## src/rtl/sub_pkg.sv

```systemverilog
// Shared types for the digit-serial subtractor.
// FSM state encoding used by the top level.
package sub_pkg;

   typedef enum logic [1:0] {
      IDLE,
      CALC,
      DONE
   } sub_state_t;

endpackage

```

## src/rtl/subtractor_digit.sv

```systemverilog
// One digit of x - y - bin.
// Combinational; the top level muxes digits into it.
module subtractor_digit #(
   parameter int DIGIT_WIDTH = 4
) (
   input  logic [DIGIT_WIDTH-1:0] x,
   input  logic [DIGIT_WIDTH-1:0] y,
   input  logic                   bin,
   output logic [DIGIT_WIDTH-1:0] diff,
   output logic                   bout
);

   logic [DIGIT_WIDTH:0] r;

   // Extra top bit goes to 1 whenever the digit result is negative.
   assign r = {1'b0, x} - {1'b0, y}
            - {{DIGIT_WIDTH{1'b0}}, bin};
   assign diff = r[DIGIT_WIDTH-1:0];
   assign bout = r[DIGIT_WIDTH];

endmodule

```

## src/rtl/serial_subtractor_16bit.sv

```systemverilog
// Digit-serial subtractor: a - b - borrow_in, one digit per clock.
// LSB digit first; result held until the next completed operation.
module serial_subtractor_16bit
   import sub_pkg::*;
#(
   parameter int BIT_WIDTH   = 16,
   parameter int DIGIT_WIDTH = 4
) (
   input  logic                 clk,
   input  logic                 rst,
   input  logic                 start,
   input  logic [BIT_WIDTH-1:0] a,
   input  logic [BIT_WIDTH-1:0] b,
   input  logic                 borrow_in,
   output logic                 busy,
   output logic                 done,
   output logic [BIT_WIDTH-1:0] difference,
   output logic                 borrow_out,
   output logic                 overflow
);

   localparam int NUM_DIGITS = BIT_WIDTH / DIGIT_WIDTH;
   localparam int CNT_W =
      (NUM_DIGITS > 1) ? $clog2(NUM_DIGITS) : 1;
   localparam logic [CNT_W-1:0] LAST = CNT_W'(NUM_DIGITS - 1);
   localparam int MSB = BIT_WIDTH - 1;

   sub_state_t state;
   sub_state_t state_next;

   logic [BIT_WIDTH-1:0]   opa;
   logic [BIT_WIDTH-1:0]   opb;
   logic [BIT_WIDTH-1:0]   work;
   logic [BIT_WIDTH-1:0]   work_next;
   logic                   brw;
   logic [CNT_W-1:0]       cnt;
   logic [DIGIT_WIDTH-1:0] dx;
   logic [DIGIT_WIDTH-1:0] dy;
   logic [DIGIT_WIDTH-1:0] dd;
   logic                   dbout;
   logic                   accept;
   logic                   last;

   assign accept = start && (state == IDLE || state == DONE);
   assign last   = (state == CALC) && (cnt == LAST);
   assign busy   = (state == CALC);
   assign done   = (state == DONE);

   assign dx = opa[cnt*DIGIT_WIDTH +: DIGIT_WIDTH];
   assign dy = opb[cnt*DIGIT_WIDTH +: DIGIT_WIDTH];

   subtractor_digit #(
      .DIGIT_WIDTH(DIGIT_WIDTH)
   ) u_digit (
      .x   (dx),
      .y   (dy),
      .bin (brw),
      .diff(dd),
      .bout(dbout)
   );

   always_comb begin
      work_next = work;
      work_next[cnt*DIGIT_WIDTH +: DIGIT_WIDTH] = dd;
   end

   always_ff @(posedge clk) begin
      if (rst) state <= IDLE;
      else     state <= state_next;
   end

   always_comb begin
      state_next = state;
      unique case (state)
         IDLE:    if (start) state_next = CALC;
         CALC:    if (cnt == LAST) state_next = DONE;
         DONE:    state_next = start ? CALC : IDLE;
         default: state_next = IDLE;
      endcase
   end

   // Outputs load on the edge entering DONE so they are valid with done.
   always_ff @(posedge clk) begin
      if (rst) begin
         opa        <= '0;
         opb        <= '0;
         work       <= '0;
         brw        <= 1'b0;
         cnt        <= '0;
         difference <= '0;
         borrow_out <= 1'b0;
         overflow   <= 1'b0;
      end else if (accept) begin
         opa <= a;
         opb <= b;
         brw <= borrow_in;
         cnt <= '0;
      end else if (state == CALC) begin
         work <= work_next;
         brw  <= dbout;
         cnt  <= cnt + 1'b1;
         if (last) begin
            difference <= work_next;
            borrow_out <= dbout;
            overflow   <= (opa[MSB] != opb[MSB])
                       && (work_next[MSB] != opa[MSB]);
         end
      end
   end

   a_start_known: assert property (
      @(posedge clk) !$isunknown(start));
   a_bin_known: assert property (
      @(posedge clk) !$isunknown(borrow_in));
   a_done_pulse: assert property (
      @(posedge clk) disable iff (rst)
      done |=> (!done || $past(start)));

endmodule

```

## config.mk

```make
export PLATFORM = sky130hd
export DESIGN_NAME = serial_subtractor_16bit
export DESIGN_NICKNAME = d
export VERILOG_FILES = /design/src/rtl/sub_pkg.sv /design/src/rtl/subtractor_digit.sv /design/src/rtl/serial_subtractor_16bit.sv
export SDC_FILE = /design/constraint.sdc
export NUM_CORES = 1
export LEC_CHECK = 0
export BUFFER_PORTS_ARGS = -buffer_cell sky130_fd_sc_hd__buf_2
export CAP_MARGIN = 20
export CELL_PAD_IN_SITES_DETAIL_PLACEMENT = 0
export CELL_PAD_IN_SITES_GLOBAL_PLACEMENT = 1
export CORE_MARGIN = 2
export CORE_UTILIZATION = 44
export CTS_BUF_LIST = sky130_fd_sc_hd__clkbuf_16
export DETAILED_ROUTE_END_ITERATION = 8
export PLACE_DENSITY = 0.89
export SYNTH_ARGS = -nofsm -noshare
export SYNTH_HDL_FRONTEND = slang
export SYNTH_SLANG_ARGS = --single-unit
```

## constraint.sdc

```tcl
create_clock -name clk -period 8.55 [get_ports clk]
set_clock_uncertainty 0.2 [all_clocks]
set_input_delay 0 -clock clk [delete_from_list [all_inputs] [get_ports clk]]
set_output_delay 0 -clock clk [all_outputs]
set_load 0.01 [all_outputs]
```

==> results.sh, run 1 <==
export IMPL_cts_inserted_buffers=9
export IMPL_r2r_end="work[6]"
export IMPL_drt_vias_per_instance=4.987
export IMPL_n_antenna_cell=0
export IMPL_ff_latch_area_sq_um=1421
export IMPL_ys_top_cells_by_area="dfxtp_1, nand2_1, a211oi_1"
export IMPL_hold_start="rst"
export IMPL_synthMuxAreaShare_pct=5.816
export IMPL_async_reset_ff_share_pct=0
export IMPL_grt_overflow=0
export IMPL_r2r_cells=6
export IMPL_netlist_cell_type_count=29
export IMPL_areaGrowthSynthToFinish_pct=33.28
export IMPL_finalHoldViolations=0
export IMPL_syn_area_per_cell_sq_um=8.751
export IMPL_crit_arrival_ns=3.48
export IMPL_peakVddDrop_mv=0.1257
export IMPL_synth_net_count=402
export IMPL_yosysTopAreaCell="dfxtp_1"
export IMPL_grt_antenna_before_repair=0
export IMPL_synth_xor_area_share_pct=1.373
export IMPL_port_buffers=55
export IMPL_syn_area_sq_um=3098
export IMPL_p_leak_nw=1.646
export IMPL_dpl_instance_area_sq_um=3436
export IMPL_cpMostUsedCell="fa_1"
export IMPL_grt_pass1_wl_mm=12.04
export IMPL_track_usage_pct=19.79
export IMPL_fmax_mhz=288.9
export IMPL_max_stage_delay_ns=0.81
export IMPL_tritoncts="built"
export IMPL_tns_ns=0
export IMPL_postLayoutCellArea_sq_um=4129
export IMPL_cts_clk_slew_worst_paths_ns=0.06
export IMPL_tightest_slew_ns=0.9188
export IMPL_drive_gt1_share_pct=20.37
export IMPL_synthTopCellsByCount="nand2_1, dfxtp_1, a21oi_1"
export IMPL_setup_worst_path_start_class="register"
export IMPL_slew_violations=0
export IMPL_r2r_start="cnt[0]"
export IMPL_slew_headroom_pct=37.88
export IMPL_synth_top_cell_area_share_pct=45.88
export IMPL_crit_chain="mux4_2 > fa_1 > fa_1 > xor2_1 > a22oi_1 > a211oi_1"
export IMPL_synth_adder_area_share_pct=5.331
export IMPL_synthCells=354
export IMPL_die_area_sq_um=7728
export IMPL_grt_start_max_net_pins=72
export IMPL_detail_route_antenna_nets=0
export IMPL_fillers=595
export IMPL_cts_path_max_buffers=2
export IMPL_critPathSlowestCell="dfxtp_1"
export IMPL_worstSkewPairLatency_ns=0.32
export IMPL_wl_per_cell_um=12.93
export IMPL_synth_edff_count=0
export IMPL_yosysMostFrequentCell="nand2_1"
export IMPL_drc=0
export IMPL_finalNetCount=480
export IMPL_wl_mm=6.892
export IMPL_rsz0062_at_grt="no"
export IMPL_first_global_vias=2628
export IMPL_chipWidth_um=87.91
export IMPL_ys_seq_area_share_pct=45.88
export IMPL_cap_violations=0
export IMPL_synth_compound_area_share_pct=18.62
export IMPL_synth_warnings=0
export IMPL_ios=56
export IMPL_clockRootBuffer="clkbuf_16"
export IMPL_cp_required_ns=8.57
export IMPL_powerDensity_nw_per_um2=217.5
export IMPL_min_period_ns=3.462
export IMPL_path_class="reg -> reg"
export IMPL_hp_class="in -> reg"
export IMPL_synth_top_family_by_area="compound AO/OA/AOI/OAI gates"
export IMPL_synthFlopType="dfxtp_1"
export IMPL_hold_path_end="work[7]"
export IMPL_hpwlAfterDp_mm=4.329
export IMPL_setup_viol=0
export IMPL_fp_coreArea_sq_um=6794
export IMPL_htreeDepth=3
export IMPL_firstDrtPassIters=4
export IMPL_synth_simple_area_share_pct=18.17
export IMPL_multi_input_area_sq_um=1533
export IMPL_status="completed"
export IMPL_post_route_period_util_pct=40.49
export IMPL_clock_sinks=71
export IMPL_reg2reg_slack_ns=5.09
export IMPL_cp_end_kind="register"
export IMPL_gp_congestion=0.7900
export IMPL_first_iter_violations=110
export IMPL_whs_path_depth=3
export IMPL_num_rows=30
export IMPL_ys_ff_latch=71
export IMPL_die_height_um=87.91
export IMPL_critPathMaxFanout=15
export IMPL_vias=2658
export IMPL_initial_core_util_pct=45.60
[layer usage]
metal / track usage [%] / routed length (um) / vias to the layer above
li1: - / - / 1372
met1: 24.23 / 3098 / 1227
met2: 34.37 / 3445 / 52
met3: 4.995 / 285 / 7
met4: 5.874 / 63 / 0
met5: 0 / 0 / -
[layout by cell type, fill, tap and decap left out, drive strengths merged, types with 4 or more instances in the layout]
cell type	instances
dlygate4sd3	33
nor3	7
mux4	8
a22oi	9
a211oi	27
nand2	73
nand2b	4
buf	59
dfxtp	71
inv	14
nor2	38
clkbuf	10
a21oi	41
nor2b	8
ha	10
[layout make-up]
class                           instances  area share, %
Clock buffer                            9          5.455
Clock inverter                          7          2.727
Inverter                               13          1.182
Multi-Input combinational cell        244          37.12
Sequential cell                        71          34.42
Tap cell                               96          2.909
Timing Repair Buffer                   93          16.18
[where the power goes]
group	switching, mW	leakage [nW]	internal [mW]
combinational	0.0666	0.896	0.0544
sequential	0.0111	0.580	0.348
clock	0.135	0.171	0.283
[stage by stage]
stage	setup WS, ns	std cells	util (%)	total power [mW]	hold WS, ns
final	5.088	533	60.77	0.8979	0.1036
after global routing	4.905	533	60.77	0.9376	0.1547
after CTS	5.067	532	60.41	0.9058	0.1104
after detailed placement	5.113	483	50.57	0.4749	0.04526
after global placement	5.176	482	50.35	0.4713	0.04116
after floorplan	5.442	354	-	0.4438	-0.06404
[registers in the layout, summed over array words and instances (netlist names)]
name,cells
brw,1
opb,16
overflow,1
opa,16
difference,16
work,16
cnt,2
borrow_out,1
state,2
[worst max-delay path: cells and delay by family, from the launching register on]
family | cells | cell delay, ns
xor gates and xnor gates | 1 | 0.40
DFF | 1 | 0.81
muxes | 1 | 0.61
AOI/OAI and AO/OA | 2 | 0.48
adders and majority gates | 2 | 0.87
[worst max path at each step]
stage / slack [ns] / to / startpoint
5_1_grt: 4.90 / work[6] / cnt[0]
2_1_floorplan: 5.44 / brw / cnt[0]
6_report: 5.09 / work[6] / cnt[0]
4_1_cts: 5.07 / work[6] / cnt[0]
3_5_place_dp: 5.11 / work[10] / cnt[0]
3_3_place_gp: 5.18 / overflow / cnt[0]
[cells by family (layout without fill, tap and decap cells)]
group / Yosys count / after routing
AOI/OAI and AO/OA: 86 / 86
xor gates and xnor gates: 4 / 4
and+or+nand+nor: 134 / 134
adders and majority gates: 12 / 12
DFF: 71 / 71
buffers and inverters: 39 / 122
muxes: 8 / 8
[timing repair]
item	in CTS	in global routing
hold endpoints to repair	33	0
resized for setup	0	0
endpoints found under the setup margin	0	0
buffers inserted	0	0
hold buffers	33	0
Power figures use the tool's default switching activity.
==> inputs of run 2 (changes only) <==
--- a/config.mk
+++ b/config.mk
@@ -10,10 +10,10 @@
 export CELL_PAD_IN_SITES_DETAIL_PLACEMENT = 0
 export CELL_PAD_IN_SITES_GLOBAL_PLACEMENT = 1
 export CORE_MARGIN = 2
-export CORE_UTILIZATION = 44
+export CORE_UTILIZATION = 41
 export CTS_BUF_LIST = sky130_fd_sc_hd__clkbuf_16
 export DETAILED_ROUTE_END_ITERATION = 8
-export PLACE_DENSITY = 0.89
+export PLACE_DENSITY = 0.84
 export SYNTH_ARGS = -nofsm -noshare
 export SYNTH_HDL_FRONTEND = slang
 export SYNTH_SLANG_ARGS = --single-unit
==> constraint.sdc (replaced) <==
create_clock -name clk -period 3.6 [get_ports clk]
set_clock_uncertainty 0.2 [all_clocks]
set_input_delay 0 -clock clk [delete_from_list [all_inputs] [get_ports clk]]
set_output_delay 0 -clock clk [all_outputs]
set_load 0.01 [all_outputs]
==> results.sh, run 2 (synthesis gave the netlist of run 1 again) <==
export IMPL_areaGrowthSynthToFinish_pct=32.39
export IMPL_grt_pass1_wl_mm=12.12
export IMPL_powerDensity_nw_per_um2=483.7
export IMPL_detail_route_antenna_nets=0
export IMPL_hp_class="in -> reg"
export IMPL_hold_start="start"
export IMPL_dpl_instance_area_sq_um=3455
export IMPL_cp_required_ns=3.65
export IMPL_drt_vias_per_instance=4.963
export IMPL_drive_gt1_share_pct=20.36
export IMPL_die_area_sq_um=8267
export IMPL_num_rows=31
export IMPL_first_global_vias=2588
export IMPL_status="completed"
export IMPL_port_buffers=55
export IMPL_crit_arrival_ns=3.21
export IMPL_slew_violations=0
export IMPL_die_height_um=90.93
export IMPL_grt_antenna_before_repair=0
export IMPL_cp_end_kind="register"
export IMPL_grt_overflow=0
export IMPL_cts_inserted_buffers=9
export IMPL_chipWidth_um=90.93
export IMPL_min_period_ns=3.153
export IMPL_final_cell_mix="nand2_1, dfxtp_1, buf_2"
export IMPL_setup_viol=0
export IMPL_pre_cts_ws_ns=0.4459
export IMPL_vias=2685
export IMPL_ios=56
export IMPL_finalHoldViolations=0
export IMPL_worstSkewPairLatency_ns=0.33
export IMPL_finalNetCount=485
export IMPL_fmax_mhz=317.2
export IMPL_setup_slack_ns=0.4472
export IMPL_initial_core_util_pct=42.48
export IMPL_n_antenna_cell=0
export IMPL_peakVddDrop_mv=0.2218
export IMPL_critPathSlowestCell="mux4_2"
export IMPL_cts_path_max_buffers=2
export IMPL_tns_ns=0
export IMPL_wl_mm=7.405
export IMPL_critPathMaxFanout=7
export IMPL_clockRootBuffer="clkbuf_16"
export IMPL_postLayoutCellArea_sq_um=4101
export IMPL_max_stage_delay_ns=0.58
export IMPL_grt_start_max_net_pins=45
export IMPL_firstDrtPassIters=4
export IMPL_p_leak_nw=1.641
export IMPL_holdWs_ns=0.004425
export IMPL_post_route_period_util_pct=87.58
export IMPL_path_class="reg -> reg"
export IMPL_hpwlAfterDp_mm=4.929
export IMPL_clock_sinks=71
export IMPL_cts_clk_slew_worst_paths_ns=0.05
export IMPL_rsz0062_at_grt="no"
export IMPL_track_usage_pct=18.39
export IMPL_fp_coreArea_sq_um=7292
export IMPL_htreeDepth=3
export IMPL_tightest_slew_ns=0.7902
export IMPL_first_iter_violations=84
export IMPL_cap_violations=0
export IMPL_r2r_start="cnt[0]"
export IMPL_setup_worst_path_start_class="register"
export IMPL_tritoncts="built"
export IMPL_crit_start="cnt[0]"
export IMPL_gp_congestion=0.7594
export IMPL_slew_headroom_pct=47.32
export IMPL_drc=0
export IMPL_crit_chain="mux4_2 > fa_1 > fa_1 > nand2b_1 > a21oi_1 > xnor2_1 > a211o_1 > a21oi_1"
export IMPL_final_common_cell="nand2_1"
export IMPL_wl_per_cell_um=13.69
export IMPL_ctsResizeCount=0
## run 2: worst max-delay path, delay by kind of cell, from the launching register on
kind | cells | cell delay [ns]
flops | 1 | 0.55
simple gates | 1 | 0.16
compound gates | 3 | 0.60
xor+xnor | 1 | 0.11
fa+ha+maj | 2 | 0.87
mux | 1 | 0.58
## run 2: area by class of cell
| type | count | area (sq um) |
|---|---|---|
| tap | 99 | 123.9 |
| clock inverter | 7 | 56.30 |
| inverter | 13 | 48.80 |
| clock buffer | 9 | 225.2 |
| sequential | 71 | 1421 |
| fill | 687 | 3191 |
| timing repair buffer | 98 | 693.2 |
| multi-input combinational | 244 | 1533 |
## run 2: path summary, 6_finish.rpt
check | slack [ns] | cells after the start | end
min reg2reg | 0.26 | 2 | opa[6]
max reg2reg | 0.45 | 8 | brw
min | 0.004 | 3 | cnt[1]
max | 0.45 | 8 | brw
## run 2: timing repair
action	in CTS	in global routing
setup endpoints to repair	0	0
buffers inserted	0	0
hold buffers	35	0
hold endpoints to repair	33	0
## run 2: stage by stage
step | instances | power, mW | util, %
after detailed placement | 489 | 1.130 | 47.37
after global placement | 489 | 1.121 | 47.37
final | 541 | 1.984 | 56.25
after CTS | 540 | 1.997 | 56.04
after floorplan | 354 | 1.054 | -
after global routing | 541 | 2.070 | 56.25
## run 2: power breakdown
part / internal (mW) / switching [mW]
Clock: 0.524 / 0.312
Combinational: 0.132 / 0.163
Sequential: 0.826 / 0.0264
Total: 1.48 / 0.502
## run 2: routing by layer
layer	routed length [um]	part of all wire (%)	GRT usage, %
met5	0	0	0
met2	3797	51	32.41
met3	271	3.7	4.591
met1	3252	44	21.61
met4	83	1.1	6.439
==> inputs of run 3 (changes only) <==
==> constraint.sdc (replaced) <==
create_clock -name clk -period 3.6 [get_ports clk]
set_clock_uncertainty 0.2 [all_clocks]
set_input_delay 0.18 -clock clk [delete_from_list [all_inputs] [get_ports clk]]
set_output_delay 0.18 -clock clk [all_outputs]
set_load 0.01 [all_outputs]
==> results.sh, run 3 (synthesis gave the netlist of run 1 again) <==
export IMPL_status="completed"
export IMPL_finalHoldViolations=0
export IMPL_powerDensity_nw_per_um2=484.9
export IMPL_fin_util_pct=55.97
export IMPL_final_common_cell="nand2_1"
export IMPL_drt_vias_per_instance=4.939
export IMPL_cts_inserted_buffers=9
export IMPL_finalNetCount=483
export IMPL_r2r_start="cnt[0]"
export IMPL_critPathMaxFanout=7
export IMPL_first_iter_violations=93
export IMPL_initial_core_util_pct=42.48
export IMPL_slew_violations=0
export IMPL_rsz0062_at_grt="no"
export IMPL_firstDrtPassIters=4
export IMPL_ios=56
export IMPL_wl_per_cell_um=13.60
export IMPL_cts_clk_slew_worst_paths_ns=0.05
export IMPL_post_route_period_util_pct=87.48
export IMPL_drc=0
export IMPL_clock_sinks=71
export IMPL_final_cell_mix="nand2_1, dfxtp_1, buf_2"
export IMPL_tightest_slew_ns=0.7804
export IMPL_htreeDepth=3
export IMPL_peakVddDrop_mv=0.2216
export IMPL_track_usage_pct=18.32
export IMPL_fmax_mhz=317.5
export IMPL_grt_overflow=0
export IMPL_chipWidth_um=90.93
export IMPL_path_class="reg -> reg"
export IMPL_first_global_vias=2570
export IMPL_hp_class="in -> reg"
export IMPL_clockRootBuffer="clkbuf_16"
export IMPL_crit_start="cnt[0]"
export IMPL_detail_route_antenna_nets=0
export IMPL_grt_pass1_wl_mm=12.07
export IMPL_n_antenna_cell=0
export IMPL_die_area_sq_um=8267
export IMPL_tritoncts="built"
export IMPL_grt_antenna_before_repair=0
export IMPL_cp_end_kind="register"
export IMPL_grt_start_max_net_pins=45
export IMPL_wl_mm=7.328
export IMPL_areaGrowthSynthToFinish_pct=31.74
export IMPL_vias=2662
export IMPL_min_period_ns=3.149
export IMPL_drive_gt1_share_pct=20.45
export IMPL_ctsResizeCount=0
export IMPL_slew_headroom_pct=47.97
export IMPL_fp_coreArea_sq_um=7292
export IMPL_crit_arrival_ns=3.20
export IMPL_hold_start="start"
export IMPL_cap_violations=0
export IMPL_postLayoutCellArea_sq_um=4081
export IMPL_die_height_um=90.93
export IMPL_dpl_instance_area_sq_um=3455
export IMPL_hpwlAfterDp_mm=4.929
export IMPL_setup_viol=0
export IMPL_tns_ns=0
export IMPL_port_buffers=55
export IMPL_cp_required_ns=3.65
export IMPL_setup_worst_path_start_class="register"
export IMPL_gp_congestion=0.7594
export IMPL_worstSkewPairLatency_ns=0.33
export IMPL_num_rows=31
export IMPL_cts_path_max_buffers=2
export IMPL_p_leak_nw=1.636
==> run 3: cell count changes in the layout (fill, tap and decap cells not counted), sizes merged <==
cell,previous run,this run
dlygate4sd3,35,33
==> run 3: worst paths after layout <==
kind	to	slack [ns]	cells after the start
worst max-delay path	brw	0.45	8
worst min-delay path	brw	0.13	4
worst max register to register	brw	0.45	8
worst min register to register	opa[6]	0.26	2
==> run 3: power by group <==
group	internal, mW	switching, mW	total [mW]
clock network	0.524	0.311	0.835
logic	0.130	0.161	0.292
registers	0.826	0.0262	0.852
total	1.48	0.499	1.98
==> run 3: area by class of cell <==
type / count / area, sq um
clock buffers: 9 / 225.2
clock inverters: 7 / 56.30
fillers: 688 / 3211
inverters: 13 / 48.80
multi-input cells: 244 / 1533
flip-flops and latches: 71 / 1421
well taps: 99 / 123.9
repair buffers: 96 / 673.1
==> run 3: per-layer routing <==
metal  part of all wire, %  wire length (um)  global-route usage [%]  up-vias
li1                      -                 -                       -     1381
met1                    44              3195                   21.61     1211
met2                    51              3753                   32.16       60
met3                   3.8               281                   4.591       10
met4                   1.3                97                   6.439        0
met5                     0                 0                       0        -
==> run 3: worst max-delay path: stages (launching register included) <==
cell	delay, ns
dfxtp_1	0.55
mux4_2	0.58
fa_1	0.43
fa_1	0.44
nand2b_1	0.16
a21oi_1	0.17
xnor2_1	0.11
a211o_1	0.30
a21oi_1	0.13
==> run 3: metrics by stage <==
stage / total power, mW / hold slack (ns) / worst slack (ns) / instances
after floorplan: 1.054 / 0.1160 / 0.4921 / 354
after global placement: 1.121 / 0.2221 / 0.5289 / 489
after detailed placement: 1.130 / 0.2276 / 0.4459 / 489
after CTS: 1.995 / 0.1245 / 0.4244 / 538
after global routing: 2.068 / 0.1337 / 0.2738 / 539
final: 1.979 / 0.1322 / 0.4507 / 539
==> run 3: what timing repair did <==
item | CTS | global route
hold endpoints to repair | 33 | 0
hold buffers | 33 | 0
setup buffers | 0 | 0
